==> src/rtl/prbs_checker8.sv <==
// PRBS checker for an 8-bit LFSR stream (taps 7,5,4,3).
// It fills an 8-bit history, searches for a run of consecutive matches, and
// then tracks the stream with its own free-running generator. While tracking,
// it counts bit errors. Too many errors in a 32-bit window drop it back to
// search.
module prbs_checker8 #(
    parameter int LOCK_COUNT   = 16,
    parameter int UNLOCK_COUNT = 8
) (
    input  logic        CLK,
    input  logic        RESET,
    input  logic        I,
    input  logic        VALID,
    input  logic        CLR,
    output logic        LOCKED,
    output logic        ERR,
    output logic [15:0] ERR_COUNT
);

    typedef enum logic [1:0] {
        ST_FILL   = 2'd0,
        ST_SEARCH = 2'd1,
        ST_LOCKED = 2'd2
    } state_t;

    localparam logic [7:0] LOCK_LAST = 8'(LOCK_COUNT - 1);
    localparam logic [5:0] UNLOCK_TH = 6'(UNLOCK_COUNT);

    state_t      state_q, state_d;
    logic [7:0]  sr_q, sr_d;
    logic [2:0]  fill_q, fill_d;
    logic [7:0]  match_q, match_d;
    logic [4:0]  win_bits_q, win_bits_d;
    logic [5:0]  win_err_q, win_err_d;
    logic        err_q, err_d;
    logic [15:0] cnt_q, cnt_d;
    logic        exp_bit;
    logic        mism;

    function automatic logic [15:0] sat_inc16(input logic [15:0] v);
        return (v == 16'hFFFF) ? v : v + 16'd1;
    endfunction

    // Next-state logic: history shift, match/window counters, and the error counter.
    always_comb begin
        state_d    = state_q;
        sr_d       = sr_q;
        fill_d     = fill_q;
        match_d    = match_q;
        win_bits_d = win_bits_q;
        win_err_d  = win_err_q;
        err_d      = 1'b0;
        cnt_d      = cnt_q;
        exp_bit    = sr_q[7] ^ sr_q[5] ^ sr_q[4] ^ sr_q[3];
        mism       = I ^ exp_bit;

        if (VALID) begin
            case (state_q)
                ST_FILL: begin
                    sr_d   = {sr_q[6:0], I};
                    fill_d = fill_q + 3'd1;
                    if (fill_q == 3'd7) begin
                        state_d = ST_SEARCH;
                    end
                end
                ST_SEARCH: begin
                    sr_d = {sr_q[6:0], I};
                    // An all-zero history predicting a zero is not evidence of a live stream.
                    if (!mism && !((sr_q == 8'h00) && !I)) begin
                        if (match_q == LOCK_LAST) begin
                            state_d    = ST_LOCKED;
                            match_d    = 8'd0;
                            win_bits_d = 5'd0;
                            win_err_d  = 6'd0;
                        end else begin
                            match_d = match_q + 8'd1;
                        end
                    end else begin
                        match_d = 8'd0;
                    end
                end
                ST_LOCKED: begin
                    // Feed back the prediction, so one corrupted input bit costs exactly one error.
                    sr_d       = {sr_q[6:0], exp_bit};
                    win_bits_d = win_bits_q + 5'd1;
                    if (mism) begin
                        err_d     = 1'b1;
                        cnt_d     = sat_inc16(cnt_q);
                        win_err_d = win_err_q + 6'd1;
                    end
                    if (win_bits_q == 5'd31) begin
                        if (win_err_d >= UNLOCK_TH) begin
                            state_d = ST_SEARCH;
                            match_d = 8'd0;
                        end
                        win_err_d = 6'd0;
                    end
                end
                default: begin
                    state_d = ST_FILL;
                end
            endcase
        end

        if (CLR) begin
            cnt_d = 16'd0;
        end
    end

    // State and datapath registers with synchronous reset.
    always_ff @(posedge CLK) begin
        if (RESET) begin
            state_q    <= ST_FILL;
            sr_q       <= 8'h00;
            fill_q     <= 3'd0;
            match_q    <= 8'd0;
            win_bits_q <= 5'd0;
            win_err_q  <= 6'd0;
            err_q      <= 1'b0;
            cnt_q      <= 16'd0;
        end else begin
            state_q    <= state_d;
            sr_q       <= sr_d;
            fill_q     <= fill_d;
            match_q    <= match_d;
            win_bits_q <= win_bits_d;
            win_err_q  <= win_err_d;
            err_q      <= err_d;
            cnt_q      <= cnt_d;
        end
    end

    assign LOCKED    = (state_q == ST_LOCKED);
    assign ERR       = err_q;
    assign ERR_COUNT = cnt_q;

endmodule
==> config.mk <==
export PLATFORM = sky130hd
export DESIGN_NAME = prbs_checker8
export DESIGN_NICKNAME = d
export VERILOG_FILES = /design/src/rtl/prbs_checker8.sv
export SDC_FILE = /design/constraint.sdc
export NUM_CORES = 1
export LEC_CHECK = 0
export CORE_MARGIN = 2
export CORE_UTILIZATION = 57
export CTS_CLUSTER_DIAMETER = 30
export DETAILED_ROUTE_END_ITERATION = 10
export HOLD_SLACK_MARGIN = 0.1
export PLACE_DENSITY = 0.82
export SYNTH_ARGS = -nofsm -noshare
export SYNTH_HDL_FRONTEND = slang
export SYNTH_SLANG_ARGS = --single-unit
==> constraint.sdc <==
create_clock -name CLK -period 3.05 [get_ports CLK]
set_input_delay 0.61 -clock CLK [delete_from_list [all_inputs] [get_ports CLK]]
set_output_delay 0.61 -clock CLK [all_outputs]
set_load 0.02 [all_outputs]
==> impl_metrics.yaml <==
synthesis:
  synth_seq_area_share_pct: 39.9
  ys_seq_elements: 49
  synth_edf_count: 0
  syn_area_sq_um: 2460
  synth.lib_cells_used.distinct: 55
  yosysWarnings: 0
  postSynthNetCount: 304
  synth_flop_cell: "dfxtp_1"
  ys_async_sr_fraction_pct: 0
  synth.avg_cell_area_sq_um: 8.42
  netlist_instances: 292
clock_network:
  cts_num_sinks: 49
  ctsHtreeMaxLevel: 2
  insertion_delay_ps: 300
  cts_tree: "done"
  cts_root_buf: "clkbuf_8"
  clock_path_buffers: 2
  cts_resized: 0
  clk_pin_slew_ps: 80
  hold_buffers: 0
  cts_made_buffers: 5
  cts_setup_buffers: 0
worst_setup_path:
  path_cells: "clkdlybuf4s50_1, xnor3_2, or3_1, a211oi_1, nor3_1, a211oi_1, nor2_1"
  critPathKind: "primary input to flip-flop"
  crit_family: "compound AO/OA/AOI/OAI gates"
  cp-end-kind: "flip-flop"
  cp-start-kind: "primary input"
  cp_data_arrival_time_ps: 2920
  r2r_end: "state_q[0]"
  cp.required_ps: 3240
  cpMaxStageDelayCell: "clkdlybuf4s50_1"
  cp_max_fo: 6
  critPathBufInv: 1
  critPathMaxStageDelay_ps: 530
  rr_startpoint: "sr_q[3]"
  rr_worst_depth: 7
  crit_top_cell: "a211oi_1"
  r2r_slack_ps: 540
  cp.depth: 7
routing:
  remaining_drc_errors: 0
  firstDrtPassIters: 4
  via_count: 2159
  routed_wl_um: 5120
  ant_nets: 0
  wl_per_cell_um: 13.8
  dr.first_iter.drc_count: 110
  via_per_inst: 5.84
placement:
  gp_congestion: 0.894
  io_buffer_count: 22
  dp_hpwl_um: 3660
sta:
  rsz0062_at_grt: "no"
  maxSlewViolCount: 0
  period_minus_slack_ps: 2730
  worst_slew_pin_slew_ps: 646
  fin_crit_sh_pct: 89.7
  final-setup-viol-count: 0
  skew_ps: 4.05
  fmax_mhz: 366
  fin_setup_tns_ps: 0
  hold_violations: 0
  relSlewSlack_pct: 56.9
power_and_ir_drop:
  p_leak_nw: 1.03
  vdd_ir_drop_max_mv: 0.321
  power_density_nw_per_um2: 399
final_layout:
  antenna_cells: 0
  final_core_util_pct: 70.3
  final_net_count: 332
  drive_above_1_share_pct: 10.6
  syn2layout_area_growth_pct: 16.7
floorplan:
  io_pins: 23
  rows: 23
  dieArea_sq_um: 4860
  die_h_um: 69.7
  die_w_um: 69.7
  initial_core_util_pct: 60.2
  coreArea_sq_um: 4090
worst_hold_path:
  hp-class: "flip-flop to flip-flop"
  worstHoldStart: "sr_q[6]"
  hold_path_end: "sr_q[7]"
  worstHoldPathCells: 2
grt:
  grt_start_max_net_pins: 24
  grt-ovfl-total: 0
  grt_pass1_wl_um: 8930
  antenna_found_initial: 0
  grt_pass1_vias: 2054
  track_usage_pct: 22.2
flow_run:
  max_cap_violations: 0
outcome:
  status: "complete, no violations"
[logic make-up (layout without fill, tap and decap cells)]
| kind of cell | count (synthesis) | count (layout) | synth area share (%) |
|---|---|---|---|
| simple gates | 137 | 137 | 28.0 |
| mux | 5 | 5 | 2.09 |
| xor+xnor | 19 | 19 | 8.44 |
| buf+inv | 15 | 43 | 2.64 |
| flops | 49 | 49 | 39.9 |
| compound gates | 60 | 60 | 15.4 |
| fa+ha+maj | 7 | 7 | 3.56 |
[metrics by stage]
| stage | power [mW] | setup WS, ps | cells | hold slack, ps | instance area (sq um) |
|---|---|---|---|---|---|
| after floorplan | 0.698 | 695 | 292 | 444 | 2460 |
| after global placement | 0.718 | 94.0 | 363 | 455 | 2770 |
| after detailed placement | 0.719 | 26.3 | 363 | 465 | 2770 |
| after CTS | 1.15 | 328 | 370 | 475 | 2870 |
| after global routing | 1.19 | 183 | 370 | 496 | 2870 |
| final | 1.14 | 315 | 370 | 472 | 2870 |
[metal layers]
| metal | up-vias | GRT usage [%] | share of wire (%) |
|---|---|---|---|
| met5 | - | 0 | 0 |
| met4 | 0 | 10.7 | 2.2 |
| met3 | 13 | 5.52 | 4.6 |
| met2 | 50 | 37.6 | 49 |
| met1 | 1002 | 26.3 | 45 |
| li1 | 1094 | - | - |
[worst max path at each step]
stage,start,end,slack (ps)
2_1_floorplan,I,match_q[6],700
3_3_place_gp,I,match_q[3],90
3_5_place_dp,I,match_q[3],30
4_1_cts,I,match_q[3],330
5_1_grt,I,match_q[3],180
6_report,I,state_q[0],320
[cell usage after synthesis, drive strengths merged, types with 4 or more instances]
master | n | area, sq um
mux2i | 4 | 40.0
o21ai | 15 | 75.1
and3 | 5 | 31.3
nor2 | 45 | 174
a21oi | 25 | 125
nand2b | 4 | 25.0
xor2 | 10 | 87.6
nor3 | 6 | 35.0
inv | 4 | 15.0
nor4 | 4 | 40.0
xnor2 | 7 | 68.8
nand3 | 9 | 45.0
or3 | 8 | 50.1
ha | 7 | 87.6
clkbuf | 7 | 26.3
dfxtp | 49 | 981
nand2 | 34 | 128
nand4 | 7 | 43.8
buf | 4 | 23.8
[registers in the layout (all words and copies together) (netlist names)]
signal,flops
ERR_COUNT,16
match_q,8
sr_q,8
win_err_q,6
win_bits_q,5
fill_q,3
state_q,2
ERR,1
[worst reg2reg max path, cell delays in order, from the launching register on]
cell and delay (ps):
dfxtp_1 360, xnor2_2 300, xnor3_2 470, or3_1 420
a211oi_1 350, nor3_1 120, a211oi_1 310, nor2_1 70
[cell type report]
cell class                      count  area [sq um]
Sequential cell                    49           981
Fill cell                         325          1210
Multi-Input combinational cell    228          1410
Clock buffer                        5          68.8
Clock inverter                      2          35.0
Timing Repair Buffer               32           295
Inverter                            4          15.0
Tap cell                           50          62.6
[cells in the final DEF, fill, tap and decap left out, types with 3 or more instances in the layout]
cell type        Yosys  routed
nor2_1              43      43
clkdlybuf4s50_1      0      22
a211oi_1             3       3
nand2_1             34      34
nand4_1              7       7
and4_1               3       3
xor2_1              10      10
dfxtp_1             49      49
nor4_1               3       3
nand3_1              9       9
and2_1               3       3
a21oi_1             25      25
or3_1                8       8
nand2b_1             4       4
mux2i_1              4       4
nor3_1               5       5
o21ai_0             14      14
and3_1               5       5
ha_1                 7       7
buf_4                0      10
clkbuf_8             0       5
xnor2_1              6       6
inv_1                3       3
[report_power, final]
group	internal (mW)	total, mW	switching [mW]
clock network	0.238	0.440	0.202
registers	0.643	0.646	0.00293
logic	0.0249	0.0580	0.0331
total	0.906	1.14	0.238
(Power assumes the default switching activity.)
